## config.mk

```make
export PLATFORM = sky130hd
export DESIGN_NAME = bus_status_sequencer_flat
export DESIGN_NICKNAME = d
export VERILOG_FILES = /design/src/rtl/bus_status_sequencer_if.sv /design/src/rtl/bus_status_sequencer.sv /design/src/flat_wrapper.sv
export SDC_FILE = /design/constraint.sdc
export NUM_CORES = 1
export LEC_CHECK = 0
export BUFFER_PORTS_ARGS = -buffer_cell sky130_fd_sc_hd__clkbuf_2
export CAP_MARGIN = 20
export CELL_PAD_IN_SITES_DETAIL_PLACEMENT = 1
export CELL_PAD_IN_SITES_GLOBAL_PLACEMENT = 1
export CORE_ASPECT_RATIO = 1.5
export CORE_MARGIN = 2
export CORE_UTILIZATION = 37
export DETAILED_ROUTE_END_ITERATION = 8
export HOLD_SLACK_MARGIN = 0.15
export MAX_ROUTING_LAYER = met4
export PLACE_DENSITY = 0.87
export REMOVE_ABC_BUFFERS = 1
export SYNTH_ARGS = -nofsm -noshare
export SYNTH_HDL_FRONTEND = slang
export SYNTH_SLANG_ARGS = --single-unit
```

## constraint.sdc

```tcl
create_clock -name clock -period 2.1 [get_ports clock]
set_input_delay 0.105 -clock clock [delete_from_list [all_inputs] [get_ports clock]]
set_output_delay 0.105 -clock clock [all_outputs]
set_load 0.02 [all_outputs]
```

## src/rtl/bus_status_sequencer_if.sv

```systemverilog
// Host request/response handshake and bus-controller signals of the bus status sequencer.
// The master side is the host plus bus model; the slave side is the sequencer.
interface bus_status_sequencer_if;
  logic        req_valid;
  logic        req_ready;
  logic [2:0]  req_type;
  logic [19:0] req_address;
  logic [15:0] req_write_data;
  logic        resp_valid;
  logic [15:0] resp_read_data;
  logic        resp_timeout;
  logic [2:0]  processor_status;
  logic [19:0] bus_address;
  logic [15:0] bus_write_data;
  logic        bus_data_out_enable;
  logic [15:0] bus_read_data;
  logic        ready;

  modport master (
    output req_valid, req_type, req_address, req_write_data, bus_read_data, ready,
    input  req_ready, resp_valid, resp_read_data, resp_timeout, processor_status,
           bus_address, bus_write_data, bus_data_out_enable
  );

  modport slave (
    input  req_valid, req_type, req_address, req_write_data, bus_read_data, ready,
    output req_ready, resp_valid, resp_read_data, resp_timeout, processor_status,
           bus_address, bus_write_data, bus_data_out_enable
  );
endinterface

```

## src/rtl/bus_status_sequencer.sv

```systemverilog
// Bus status sequencer: runs T-state bus cycles (TI/T1/T2/T3/TW/T4) for host requests and
// drives S2..S0 status, address and write data to an external bus controller.
module bus_status_sequencer #(
  parameter int unsigned TIMEOUT_WAITS = 15
) (
  input logic                   clock,
  input logic                   reset_n,
  bus_status_sequencer_if.slave bus
);

  localparam logic [7:0] WaitLimit = 8'(TIMEOUT_WAITS);
  localparam logic [2:0] TypeHalt  = 3'b011;
  localparam logic [2:0] TypeNull  = 3'b111;

  typedef enum logic [2:0] {StTi, StT1, StT2, StT3, StTw, StT4} state_e;

  state_e      state_q, state_d;
  logic [2:0]  type_q, type_d;
  logic [19:0] addr_q, addr_d;
  logic [15:0] wdata_q, wdata_d;
  logic [15:0] rdata_q, rdata_d;
  logic        timeout_q, timeout_d;
  logic        null_q, null_d;
  logic [7:0]  wait_q, wait_d;

  logic req_ready, accept, is_read, is_write, in_cycle;

  assign is_read   = type_q inside {3'b000, 3'b001, 3'b100, 3'b101};
  assign is_write  = type_q inside {3'b010, 3'b110};
  assign in_cycle  = state_q inside {StT1, StT2, StT3, StTw};
  assign req_ready = reset_n && ((state_q == StTi) || (state_q == StT4));
  assign accept    = bus.req_valid && req_ready;

  assign bus.req_ready           = req_ready;
  assign bus.processor_status    = in_cycle ? type_q : TypeNull;
  assign bus.bus_data_out_enable = is_write && (state_q inside {StT2, StT3, StTw, StT4});
  // A null request has no bus cycle; its response is the registered null_q pulse.
  assign bus.resp_valid          = (state_q == StT4) || null_q;
  assign bus.resp_timeout        = timeout_q;
  assign bus.resp_read_data      = rdata_q;
  assign bus.bus_address         = addr_q;
  assign bus.bus_write_data      = wdata_q;

  always_comb begin
    state_d   = state_q;
    type_d    = type_q;
    addr_d    = addr_q;
    wdata_d   = wdata_q;
    rdata_d   = rdata_q;
    wait_d    = wait_q;
    timeout_d = 1'b0;
    null_d    = 1'b0;

    unique case (state_q)
      StTi, StT4: begin
        state_d = StTi;
        if (accept) begin
          if (bus.req_type == TypeNull) begin
            null_d  = 1'b1;
            rdata_d = '0;
          end else begin
            state_d = StT1;
            type_d  = bus.req_type;
            addr_d  = bus.req_address;
            wdata_d = bus.req_write_data;
          end
        end
      end
      StT1: begin
        state_d = StT2;
        wait_d  = '0;
      end
      StT2: begin
        if (type_q == TypeHalt) begin
          state_d = StT4;
          rdata_d = '0;
        end else begin
          state_d = StT3;
        end
      end
      StT3, StTw: begin
        if (bus.ready) begin
          state_d = StT4;
          rdata_d = is_read ? bus.bus_read_data : '0;
        end else if ((state_q == StTw) && (wait_q == WaitLimit)) begin
          state_d   = StT4;
          timeout_d = 1'b1;
          rdata_d   = '0;
        end else begin
          state_d = StTw;
          wait_d  = wait_q + 8'd1;
        end
      end
      default: state_d = StTi;
    endcase
  end

  always_ff @(posedge clock or negedge reset_n) begin
    if (!reset_n) begin
      state_q   <= StTi;
      type_q    <= TypeNull;
      addr_q    <= '0;
      wdata_q   <= '0;
      rdata_q   <= '0;
      wait_q    <= '0;
      timeout_q <= 1'b0;
      null_q    <= 1'b0;
    end else begin
      state_q   <= state_d;
      type_q    <= type_d;
      addr_q    <= addr_d;
      wdata_q   <= wdata_d;
      rdata_q   <= rdata_d;
      wait_q    <= wait_d;
      timeout_q <= timeout_d;
      null_q    <= null_d;
    end
  end

endmodule

```

## src/flat_wrapper.sv

```systemverilog
// flat-port wrapper written by rule: the top's interface ports become plain ports
module bus_status_sequencer_flat 
#(
  parameter int unsigned TIMEOUT_WAITS = 15
)
  (clock, reset_n, bus_req_valid, bus_req_type, bus_req_address, bus_req_write_data, bus_bus_read_data, bus_ready, bus_req_ready, bus_resp_valid, bus_resp_read_data, bus_resp_timeout, bus_processor_status, bus_bus_address, bus_bus_write_data, bus_bus_data_out_enable);
  bus_status_sequencer_if bus_i ();
  input logic clock;
  input logic reset_n;
  input wire logic [$bits(bus_i.req_valid)-1:0] bus_req_valid;
  input wire logic [$bits(bus_i.req_type)-1:0] bus_req_type;
  input wire logic [$bits(bus_i.req_address)-1:0] bus_req_address;
  input wire logic [$bits(bus_i.req_write_data)-1:0] bus_req_write_data;
  input wire logic [$bits(bus_i.bus_read_data)-1:0] bus_bus_read_data;
  input wire logic [$bits(bus_i.ready)-1:0] bus_ready;
  output wire logic [$bits(bus_i.req_ready)-1:0] bus_req_ready;
  output wire logic [$bits(bus_i.resp_valid)-1:0] bus_resp_valid;
  output wire logic [$bits(bus_i.resp_read_data)-1:0] bus_resp_read_data;
  output wire logic [$bits(bus_i.resp_timeout)-1:0] bus_resp_timeout;
  output wire logic [$bits(bus_i.processor_status)-1:0] bus_processor_status;
  output wire logic [$bits(bus_i.bus_address)-1:0] bus_bus_address;
  output wire logic [$bits(bus_i.bus_write_data)-1:0] bus_bus_write_data;
  output wire logic [$bits(bus_i.bus_data_out_enable)-1:0] bus_bus_data_out_enable;
  assign bus_i.req_valid = bus_req_valid;
  assign bus_i.req_type = bus_req_type;
  assign bus_i.req_address = bus_req_address;
  assign bus_i.req_write_data = bus_req_write_data;
  assign bus_i.bus_read_data = bus_bus_read_data;
  assign bus_i.ready = bus_ready;
  assign bus_req_ready = bus_i.req_ready;
  assign bus_resp_valid = bus_i.resp_valid;
  assign bus_resp_read_data = bus_i.resp_read_data;
  assign bus_resp_timeout = bus_i.resp_timeout;
  assign bus_processor_status = bus_i.processor_status;
  assign bus_bus_address = bus_i.bus_address;
  assign bus_bus_write_data = bus_i.bus_write_data;
  assign bus_bus_data_out_enable = bus_i.bus_data_out_enable;
  bus_status_sequencer #(.TIMEOUT_WAITS(TIMEOUT_WAITS)) u_core (.clock(clock), .reset_n(reset_n), .bus(bus_i));
endmodule
```

* Yosys cells after proc, flatten, opt, wreduce, memory -nomap -nowiden
Cells that the tools add are included.
** Word-level totals
- Output and inout port bits :: 59
- Bits of input ports :: 59
- Bits in registers :: 68
- Logic and storage cells :: 71
** Operators by class
- Eq/ne operators :: 19
- $add $sub $neg :: 1
- Reductions and logical operators :: 19
- Mux-type cells :: 23
- Bitwise operators :: 1
** Operators by type and width (number)
- $mux 16 :: 6
- $pmux 16 s3 :: 1
- $eq 3x3->1 const B :: 6
- $mux 8 :: 2
- $pmux 8 s2 :: 1
- $eq 3x2->1 const B :: 4
- $mux 3 :: 4
- $pmux 3 s4 :: 1
- $reduce_bool 4->1 :: 3
- $add 8x1->8 const B :: 1
- $eq 8x4->1 const B :: 1
- $mux 1 :: 8
- $eq 3x1->1 const B :: 2
- $logic_not 3->1 :: 2
- $ne 2x2->1 const B :: 3
- $reduce_and 3->1 :: 2
- $reduce_and 5->1 :: 1
- $logic_and 1x1->1 :: 4
- $ne 2x1->1 const B :: 2
- $reduce_bool 2->1 :: 2
- $reduce_or 2->1 :: 2
- $ne 3x2->1 const B :: 1
- $reduce_bool 3->1 :: 1
- $logic_or 1x1->1 :: 2
- $not 1->1 :: 1

* Longest topological paths before layout
- Depth after elaboration :: 6
- Gate-level depth with buffers :: 7
- Gate-level depth less buffers :: 6

* Least setup slack after synthesis
No wires, ideal clock.
- Path kind :: reg2reg
- From :: register u_core.state_q[2]
- To :: register u_core.wdata_q[0] (netlist: u_core.bus.bus_write_data[0])
- Arrival :: 1.707 ns
- Data required time :: 1.972 ns
- Library setup time :: 0.128 ns
- Path slack :: 0.265 ns
- Period minus slack after synthesis :: 1.835 ns
- Path buffers :: 2
- Cell stages (with the launch flop) :: 7
- Cells stage by stage :: dfrtp_1 -> buf_4 -> xor2_1 -> nor3b_2 -> nand3_1 -> buf_2 -> mux2_1
** Between the ends
- Word-level cells in the longest chain between the ends :: 5
- Elaborated cells between the ends (all ways) :: 7
- Those cells by class :: 1 x eq/ne; 6 x reduce/logical
** Ends and longest elaborated chain
- from (decl) :: line bus_status_sequencer.sv:17 : state_e state_q, state_d;
- from (signal assigned) :: line bus_status_sequencer.sv:100 : state_q <= StTi;
- from (signal assigned) :: line bus_status_sequencer.sv:109 : state_q <= state_d;
- $eq 3x3->1 or $logic_not 3->1 (tied branches) :: line bus_status_sequencer.sv:31 : assign req_ready = reset_n && ((state_q == StTi) || (state_q == StT4));
- $logic_or 1x1->1 * :: line bus_status_sequencer.sv:31
- $logic_and 1x1->1 * :: line bus_status_sequencer.sv:31
- named net bus_req_ready :: line flat_wrapper.sv:16 : output wire logic [$bits(bus_i.req_ready)-1:0] bus_req_ready;
- $logic_and 1x1->1 * :: line bus_status_sequencer.sv:32 : assign accept = bus.req_valid && req_ready;
- $reduce_and 3->1 (no line) *
- to (signal assigned) :: line bus_status_sequencer.sv:112 : wdata_q <= wdata_d;
- to (decl) :: line bus_status_sequencer.sv:20 : logic [15:0] wdata_q, wdata_d;
Mark *: on every way through the listed nets, which the timed path passes. The rest lies on a longest branch.
A chain may end at the register's enable or synchronous reset.

* Worst setup path in the final report
- From :: register u_core.state_q[0]
- To :: register u_core.wdata_q[5] (netlist: u_core.bus.bus_write_data[5])
** Between the ends
- Word-level cells in the longest chain between the ends :: 5
- Elaborated cells between the ends (all ways) :: 7
- Those cells by class :: 1 x eq/ne; 6 x reduce/logical
** Ends and longest elaborated chain (line)
- $eq 3x3->1 or $logic_not 3->1 (tied branches) :: bus_status_sequencer.sv:31, bus_status_sequencer.sv:54
- $logic_or 1x1->1 :: bus_status_sequencer.sv:31
- $logic_and 1x1->1 :: bus_status_sequencer.sv:31
- $logic_and 1x1->1 :: bus_status_sequencer.sv:32
- $reduce_and 3->1 (no line) *
Mark *: on every way between the ends. The rest lies on a longest branch, timed or not.

==> flow_summary.yaml <==
grt:
  antenna_found_initial: 0
  grt_max_degree: 69
  gr-usage-all-layers_pct: 26.7
  first_global_vias: 2874
  grt_pass1_wl_um: 15800
  grt_overflow: 0
timing:
  clock_skew_ps: 10.9
  finalCritPeriodShare_pct: 94.5
  fmax_mhz: 504
  maxSlewViolCount: 0
  setup_viol: 0
  post-route-min-period_ps: 1980
  worstMarginPinSlew_ps: 840
  worst_slack_ps: 116
  hold_viol_final: 0
  rsz0062_at_grt: "false"
  max-slew-margin-rel_pct: 44.0
drt:
  top_layer: "met4"
  wl_per_cell_um: 20.0
  wl_um: 9840
  wl_met1_um: 3430
  num_vias: 2414
  vias_per_cell: 4.90
  wl_met2_um: 5770
  met3_length_um: 316
  drt-initial-drc-count: 104
  dr.pass1.iters: 4
  final_antenna_net_count: 0
  drcViolationCount: 0
placed_design:
  place_congestion: 0.823
  pre_cts_slack_ps: 193
  port_buffers: 117
  dpl.hpwl_um: 5270
setup_path:
  slowest_delay_ps: 510
  startpoint_type: "flop"
  critical-path-slowest-cell: "dfrtp_1"
  end_kind: "flop"
  cp_data_arrival_time_ps: 2190
  cp.depth: 5
  cp_top_family: "flip-flops"
  cp_max_fo: 40
  path_cells: "xor2_1 > nor3b_2 > nand3_2 > buf_4 > mux2_1"
  rr_worst_depth: 5
  crit_required_ps: 2310
  critPathBufInv: 1
  critPathKind: "flop to flop"
run_status:
  status: "finished, final reports clean"
cells_and_area:
  finalCoreUtilization_pct: 58.8
  final_layout_size_suffix_gt1_share_pct: 44.2
  final_common_cell: "clkbuf_2"
  area_growth_pct: 56.7
  most-common-layout-cells: "clkbuf_2 (116), dfrtp_1 (65), dlygate4sd3_1 (56)"
  fin_nets: 446
  n_antenna_cell: 0
clock_network:
  htreeDepth: 3
  clkSlewWorstSetupHoldPaths_ps: 70
  cts_resized: 0
  cts_buffers: 9
  cts.sink_count: 68
  cts_tree: "yes"
  clockBufferDepth: 2
  cts_root_buf: "clkbuf_16"
  clock_latency_ps: 340
  post-cts-setup-buffers: 0
floorplan:
  initial_core_util_pct: 37.5
  die_y_um: 111
  placementRows: 39
  dieArea_um2: 8350
  io_pins: 118
  die_x_um: 75.3
  coreArea_um2: 7510
yosys:
  synth_cell_types: 37
  synth_seq_cells: 68
  netlist_top_cells_area: "dfrtp_1 (58%), mux2_2 (9.6%), mux2_1 (5.2%), a22o_1 (5.0%), dfstp_2 (2.8%)"
  synth_edf_count: 0
  synth_cells: 207
  syn_area_per_cell_um2: 13.6
  synth_flop_cell: "dfrtp_1"
  synth_top_area_share_pct: 57.7
  async_flop_share_pct: 100
  post-synth-top-area-cell: "dfrtp_1"
  ys_seq_area_share_pct: 60.5
  synth_area_um2: 2820
  ys_warn_count: 0
worst_hold_path:
  hold_path_depth: 3
  hold_class: "input port to flop"
pwr:
  leakagePower_nw: 2.16
  peakVddDrop_v: 0.00103
  powerDensity_nw_per_um2: 1560
run:
  drv_cap: 0
worst min-delay path, stage by stage:
cell and delay (ps):
clkbuf_2 100, nand4bb_1 180, nor2_2 90
cells by family after synthesis:
kind of cell | share of synthesized area (%)
DFF | 60.5
and+or+nand+nor | 8.34
AOI/OAI and AO/OA | 11.0
muxes | 14.8
buffers and inverters | 3.42
xor gates and xnor gates | 1.55
adders and majority gates | 0.444
layout make-up:
class | count | area (µm²)
fillers | 809 | 3100
flip-flops and latches | 68 | 1710
repair buffers | 178 | 1180
multi-input cells | 124 | 1020
clock buffers | 11 | 253
well taps | 102 | 128
clock inverters | 5 | 106
inverters | 5 | 18.8
Yosys cell counts (2+ instances only):
cell,number
dfrtp_1,65
mux2_2,24
a22o_1,16
mux2_1,13
nor2_1,11
nand2_1,9
a21oi_1,8
o21ai_0,7
buf_2,5
inv_1,5
buf_6,4
nand3_1,4
or3_1,4
xnor2_1,4
dfstp_2,3
and2_1,2
nor3_1,2
o21ai_4,2
flip-flops by register name, indices dropped and copies added (netlist names):
signal                     flops
u_core.wait_q                  8
u_core.state_q                 3
u_core.bus.resp_timeout        1
u_core.type_q                  3
u_core.bus.bus_write_data     16
u_core.bus.resp_read_data     16
u_core.bus.bus_address        20
u_core.null_q                  1
metrics by stage:
step                instance area [µm²]  hold slack (ps)  cells  setup TNS (ps)  total power, mW
global route                       4420              205    493               0             7.20
detailed placement                 3500              323    421               0             4.83
CTS                                4420              192    493               0             6.77
finish                             4420              193    493               0             6.90
floorplan                          2740             -191    197          -27500             3.83
global placement                   3500              316    421               0             4.70
power breakdown:
part / internal (mW) / switching [mW]
clock network: 1.23 / 0.604
registers: 1.91 / 0.450
logic: 1.06 / 1.64
repair_timing:
| item | in CTS | in global routing |
|---|---|---|
| hold buffers | 56 | 0 |
| setup endpoints to repair | 0 | 1 |
| hold endpoints to repair | 121 | 0 |
path summary, 6_finish.rpt:
kind | startpoint | to | slack [ps]
worst max-delay path | u_core.state_q[0]$_DFF_PN0_ | u_core.bus.bus_write_data[5]$_DFFE_PN0P_ | 120
worst min-delay path | bus_req_valid | u_core.null_q$_DFF_PN0_ | 190
worst max register to register | u_core.state_q[0]$_DFF_PN0_ | u_core.bus.bus_write_data[5]$_DFFE_PN0P_ | 120
worst min register to register | u_core.bus.bus_address[14]$_DFFE_PN0P_ | u_core.bus.bus_address[14]$_DFFE_PN0P_ | 500
max in group asynchronous | reset_n | u_core.bus.resp_timeout$_DFF_PN0_ | 990
min in group asynchronous | reset_n | u_core.bus.bus_write_data[5]$_DFFE_PN0P_ | 530
per-layer routing:
metal | GRT usage, % | up-vias
met5 | - | -
met4 | 11.5 | 0
met3 | 5.64 | 22
met2 | 46.8 | 61
met1 | 27.7 | 1237
li1 | - | 1094
No activity file was read; power rests on OpenSTA's default activity.
